==> config.mk <==
export PLATFORM = sky130hd
export DESIGN_NAME = wave_capture
export DESIGN_NICKNAME = d
export VERILOG_FILES = /design/src/rtl/wave_capture.sv
export SDC_FILE = /design/constraint.sdc
export NUM_CORES = 1
export LEC_CHECK = 0
export ABC_AREA = 1
export CAP_MARGIN = 15
export CORE_UTILIZATION = 41
export CTS_BUF_LIST = sky130_fd_sc_hd__clkbuf_16
export CTS_CLUSTER_SIZE = 20
export DETAILED_ROUTE_END_ITERATION = 12
export PLACE_DENSITY = 0.84
export SLEW_MARGIN = 20
export SYNTH_ARGS = -nofsm -noshare
export SYNTH_HDL_FRONTEND = slang
export SYNTH_SLANG_ARGS = --single-unit
export TNS_END_PERCENT = 30
==> constraint.sdc <==
create_clock -name clk -period 1.1 [get_ports clk]
set_input_delay 0.22 -clock clk [delete_from_list [all_inputs] [get_ports clk]]
set_output_delay 0.22 -clock clk [all_outputs]
set_load 0.01 [all_outputs]
==> src/rtl/wave_capture.sv <==
// Triggered waveform capture: records 256 samples after each positive zero crossing
// into the RAM half the display is not reading, then waits for the display to go idle.
module wave_capture #(
   parameter int SAMPLE_W = 16
) (
   input  logic                clk,
   input  logic                reset,
   input  logic                new_sample_ready,
   input  logic [SAMPLE_W-1:0] new_sample_in,
   input  logic                wave_display_idle,
   output logic [8:0]          write_address,
   output logic                write_enable,
   output logic [7:0]          write_sample,
   output logic                read_index
);

   typedef enum logic [1:0] {
      ARMED  = 2'd0,
      ACTIVE = 2'd1,
      WAIT   = 2'd2
   } state_t;

   state_t     state_q, state_d;
   logic [7:0] count_q, count_d;
   logic       prev_sign_q, prev_sign_d;
   logic       read_index_q, read_index_d;
   logic       write_enable_q, write_enable_d;
   logic [8:0] write_address_q, write_address_d;
   logic [7:0] write_sample_q, write_sample_d;

   logic       trigger;
   logic [7:0] offset_sample;

   // Only the sign of the previous sample matters for crossing detection,
   // so that is all that is kept of it.
   assign trigger       = prev_sign_q & ~new_sample_in[SAMPLE_W-1];
   assign offset_sample = {~new_sample_in[SAMPLE_W-1], new_sample_in[SAMPLE_W-2:SAMPLE_W-8]};

   generate
      if (SAMPLE_W > 8) begin : g_low_bits
         logic unused_low_bits;
         assign unused_low_bits = ^new_sample_in[SAMPLE_W-9:0];
      end
   endgenerate

   always_ff @(posedge clk) begin
      if (!reset) begin
         state_q         <= ARMED;
         count_q         <= 8'd0;
         prev_sign_q     <= 1'b0;
         read_index_q    <= 1'b0;
         write_enable_q  <= 1'b0;
         write_address_q <= 9'd0;
         write_sample_q  <= 8'd0;
      end else begin
         state_q         <= state_d;
         count_q         <= count_d;
         prev_sign_q     <= prev_sign_d;
         read_index_q    <= read_index_d;
         write_enable_q  <= write_enable_d;
         write_address_q <= write_address_d;
         write_sample_q  <= write_sample_d;
      end
   end

   always_comb begin
      state_d         = state_q;
      count_d         = count_q;
      prev_sign_d     = prev_sign_q;
      read_index_d    = read_index_q;
      write_enable_d  = 1'b0;
      write_address_d = write_address_q;
      write_sample_d  = write_sample_q;

      if (new_sample_ready) begin
         prev_sign_d = new_sample_in[SAMPLE_W-1];
      end

      case (state_q)
         ARMED: begin
            if (new_sample_ready && trigger) begin
               write_enable_d  = 1'b1;
               write_address_d = {~read_index_q, 8'd0};
               write_sample_d  = offset_sample;
               count_d         = 8'd1;
               state_d         = ACTIVE;
            end
         end
         ACTIVE: begin
            if (new_sample_ready) begin
               write_enable_d  = 1'b1;
               write_address_d = {~read_index_q, count_q};
               write_sample_d  = offset_sample;
               count_d         = count_q + 8'd1;
               if (count_q == 8'd255) begin
                  state_d = WAIT;
               end
            end
         end
         WAIT: begin
            // Swap halves only while the display is not reading the RAM.
            if (wave_display_idle) begin
               read_index_d = ~read_index_q;
               state_d      = ARMED;
            end
         end
         default: begin
            state_d = ARMED;
         end
      endcase
   end

   assign write_address = write_address_q;
   assign write_enable  = write_enable_q;
   assign write_sample  = write_sample_q;
   assign read_index    = read_index_q;

endmodule

# == Word level (Yosys, flattened, before mapping) ==
# Index checks and enable logic that the tools add are counted.
# W data, S select, Z words.
# op_classes
add_sub_neg,1
n_eq_ne,7
n_mux,17
bitwise_logic,3
n_reduce_logical,6
# op_table
op,n
$mux W8,4
$pmux W8 S2,2
$mux W9,2
$pmux W9 S2,1
$add A8 B1 Y8 const B,1
$eq A8 B8 Y1 const B,1
$mux W2,4
$ne A2 B2 Y1 const B,4
$pmux W2 S3,1
$reduce_and A4 Y1,1
$reduce_and A3 Y1,1
$eq A2 B1 Y1 const B,1
$eq A2 B2 Y1 const B,1
$logic_not A2 Y1,1
$mux W1,2
$not A1 Y1,2
$pmux W1 S2,1
$reduce_and A2 Y1,1
$reduce_bool A2 Y1,1
$and A1 B1 Y1,1
$logic_and A1 B1 Y1,1
# totals
regBits,30
output_inout_bits,19
word_cells,41

# == Logic depth before layout (Yosys ltp) ==
# depth
word_depth,5
mapped_depth,10
depth_no_buf,9

# == Least setup slack after synthesis ==
# OpenSTA, ideal clock, no wires.
# synth_timing
path_kind,flip-flop to flip-flop
start,register count_q[0]
end,register count_q[6]
arrival_time_ns,1.036
required_ns,0.983
setup_slack_ns,-0.053
path_stages_with_launch,7
n_path_buf,0
synth_period_minus_slack_ns,1.153
path_cell_list,dfxtp_1 ha_1 nand2_1 nor2_1 nand3_1 o21ai_0 nor2_1
# synth_via
elab_chain_cells,3
# synth_rtl
item,line_no,text
"start, declared",24,"logic [7:0] count_q, count_d;"
"start signal, assigned",57,count_q <= count_d;
$add A8 B1 Y8,94,count_d = count_q + 8'd1;
$mux W8,90,if (new_sample_ready) begin
$pmux W8 S2,79,case (state_q)
# Every way passes these cells. The select of a mux whose other input is x is not followed.
# A chain may end at the register's enable or synchronous reset.

# == Final worst setup path ==
# layout_timing
start,register state_q[1]
end,register write_sample_q[3] (netlist: write_sample[3])
# layout_via
elab_chain_cells,3
# layout_rtl
item,line_no,text
"start, declared",23,"state_t state_q, state_d;"
"start signal, assigned",56,state_q <= state_d;
$eq A2 B1 Y1 / $logic_not A2 Y1 (equally long branches),79,
$ne A2 B2 Y1 (no source line) / $reduce_bool A2 Y1 (equally long branches),-,
$reduce_and A3 Y1 (no source line),-,
"end signal, assigned",62,write_sample_q <= write_sample_d;
"end, declared",29,"logic [7:0] write_sample_q, write_sample_d;"
# Several ways; a longest one is shown, not always the timed one.

==> flow_summary_export.csv <==
group,metric,value,unit
clock_network,h-tree-depth,2,
floorplanning,row_count,19,
setup_path,critPathLaunchType,"register",
global_route,grt_max_degree,15,
pwr,ir_worst_vdd,0.935,mV
floorplanning,die_y,57.3,um
global_route,grtUsageTotal,22.1,%
final_layout,final_core_util,73.0,%
floorplanning,die_w,57.3,um
timing,rsz0062_at_grt,"true",
synthesis,yosys-top-cells-area,"dfxtp_1, nand2_1, nor2_1",
routing,first_pass_iters,9,
floorplanning,ioPinCount,39,
synthesis,ys_types,22,
synthesis,synthFlopType,"dfxtp_1",
setup_path,crit_fanout,7,
synthesis,synth_area,1250,um2
clock_network,cts_hold_buf,0,
clock_network,clockBufferDepth,2,
routing,vias,1352,
global_route,grt_pass1_wl,5500,um
status,violations,"DRC, setup timing",
clock_network,clock-root-buffer,"clkbuf_16",
routing,wirelength,3460,um
timing,relSlewSlack,81.3,%
placed_design,placed_cell_area,1760,um2
synthesis,synth_seq_area_share,47.9,%
setup_path,critPathRequiredTime,1.31,ns
synthesis,synthTopCellsByCount,"nand2_1, nor2_1, dfxtp_1",
synthesis,synthArstFlopShare,0,%
timing,slew_violations,0,
routing,first_iter_violations,84,
timing,tns,-2.32,ns
timing,skew,0.00486,ns
min_path,hold_path_class,"register to register",
clock_network,cts_tree,"done",
timing,fin_crit_sh,113,%
routing,detail-route-antenna-nets,0,
status,status,"complete, but fails checks",
global_route,grt_pass1_vias,1247,
timing,setup_ws,-0.146,ns
synthesis,synth_top_area_share,47.9,%
timing,final-setup-viol-count,28,
timing,worstMarginPinSlew,0.279,ns
timing,period_minus_slack,1.25,ns
final_layout,drive_gt1_share,36.1,%
timing,finalHoldViolations,0,
timing,fmax,0.802,GHz
placed_design,preCtsSetupSlack,-0.558,ns
clock_network,cts_buffers,5,
flow_run,drv_cap,0,
final_layout,final_cells,261,
synthesis,synth_most_common_cell,"nand2_1",
setup_path,slowest_stage,"dfxtp_2",
synthesis,yosys_warnings,0,
setup_path,crit_chain,"inv_4, nand2_4, nor2_4, inv_2, nand2_4, buf_12, buf_12, nor2_4, nor2_2",
routing,viasPerCell,5.18,
clock_network,cts.reportedPaths.clkPinSlew,0.05,ns
final_layout,stdcell_area,2070,um2
synthesis,syn_avg_cell_area,7.37,um2
synthesis,yosysTopAreaCell,"dfxtp_1",
placed_design,io_buffers,30,
routing,drc,5,
timing,fin_hold_ws,0.460,ns
setup_path,max_stage_delay,0.33,ns
final_layout,antennaDiodeCount,0,
synthesis,syn_nets,191,
synthesis,syn_inst,170,
placed_design,dp_hpwl,2030,um
clock_network,cts_sinks,30,
placed_design,dp.cells,249,
routing,wire_per_inst,13.3,um
floorplanning,start_util,44.3,%
final_layout,fin_nets,250,
pwr,powerDensity,1330,nW/um2
setup_path,critPathKind,"register to register",
floorplanning,die_area,3280,um2
pwr,power,2.74,mW
placed_design,gp_congestion,0.860,
pwr,leakage,0.868,nW
synthesis,ys_ff_latch,30,
synthesis,synth_edf_count,0,
setup_path,cp.arrival,1.46,ns
final_layout,syn2layout_area_growth,64.8,%
setup_path,endpoint_kind,"register",
global_route,grt.overflow.total,0,
floorplanning,core_area,2830,um2
global_route,antenna_found_initial,0,
clock_network,clkLatencyLatePin,0.28,ns
[cells by family (layout without fill, tap and decap cells)]
family | Yosys count | in the layout | share of synthesized area [%]
and+or+nand+nor | 89 | 89 | 30.8
buffers and inverters | 19 | 79 | 7.09
AOI/OAI and AO/OA | 30 | 30 | 12.5
adders and majority gates | 1 | 1 | 0.998
xor gates and xnor gates | 1 | 1 | 0.699
DFF | 30 | 30 | 47.9
[critical path, delay by kind of cell (launching register included)]
kind | cells | cell delay, ns
and+or+nand+nor | 5 | 0.44
buffers and inverters | 4 | 0.41
DFF | 1 | 0.33
[cells in the final DEF (no fill, tap or decap), types with 2 or more instances in the layout]
cell,netlist,routed
dfxtp_2,0,4
a21oi_1,8,6
inv_2,3,2
o21ai_1,6,10
clkinvlp_4,0,2
o21ai_0,13,4
clkbuf_16,0,5
nand3_2,0,4
nand2_2,4,5
nor2_1,31,26
nor2_4,2,5
clkbuf_2,0,5
buf_4,0,22
nand3_1,14,10
nor2_2,3,5
nand2_4,0,3
dlygate4sd2_1,0,6
a21oi_2,0,2
buf_6,2,3
dfxtp_1,30,25
inv_1,10,9
inv_4,0,2
clkdlybuf4s15_1,0,10
o21ai_2,0,5
nor3_2,0,2
nand2_1,33,28
clkdlybuf4s50_1,0,9
buf_12,0,2
[worst paths after layout]
path / to / slack [ns] / cells past startpoint / start
max: write_sample[3] / -0.15 / 9 / state_q[1]
min: write_sample[4] / 0.46 / 2 / write_sample[4]
max reg2reg: write_sample[3] / -0.15 / 9 / state_q[1]
min reg2reg: write_sample[4] / 0.46 / 2 / write_sample[4]
[power by group]
group,internal [mW],switching [mW],leakage [nW]
Clock,0.823,0.480,0.0672
Combinational,0.150,0.147,0.555
Sequential,1.12,0.0193,0.246
[flip-flops by register name, indices dropped and copies added (netlist names)]
register       cells
count_q            8
prev_sign_q        1
read_index         1
state_q            2
write_address      9
write_enable       1
write_sample       8
[cell type report]
| cell class | count | area, um2 |
|---|---|---|
| Clock buffer | 5 | 125 |
| Clock inverter | 3 | 16.3 |
| Fill cell | 202 | 763 |
| Inverter | 14 | 61.3 |
| Multi-Input combinational cell | 121 | 708 |
| Sequential cell | 30 | 609 |
| Tap cell | 31 | 38.8 |
| Timing Repair Buffer | 57 | 507 |
[repair_timing]
item / in CTS / in global routing
setup endpoints to repair: 47 / 44
hold endpoints to repair: 0 / 0
pin swaps: 9 / 11
resized for setup: 35 / 59
setup buffers: 4 / 0
[metal layers]
layer | track usage [%] | vias up | share of wire (%)
li1 | - | 671 | -
met4 | 9.06 | 0 | 1.5
met1 | 26.6 | 622 | 43
met2 | 36.0 | 54 | 50
met5 | 0 | - | 0
met3 | 7.71 | 5 | 6.2
Note: power is estimated with default switching activity, not from simulation.
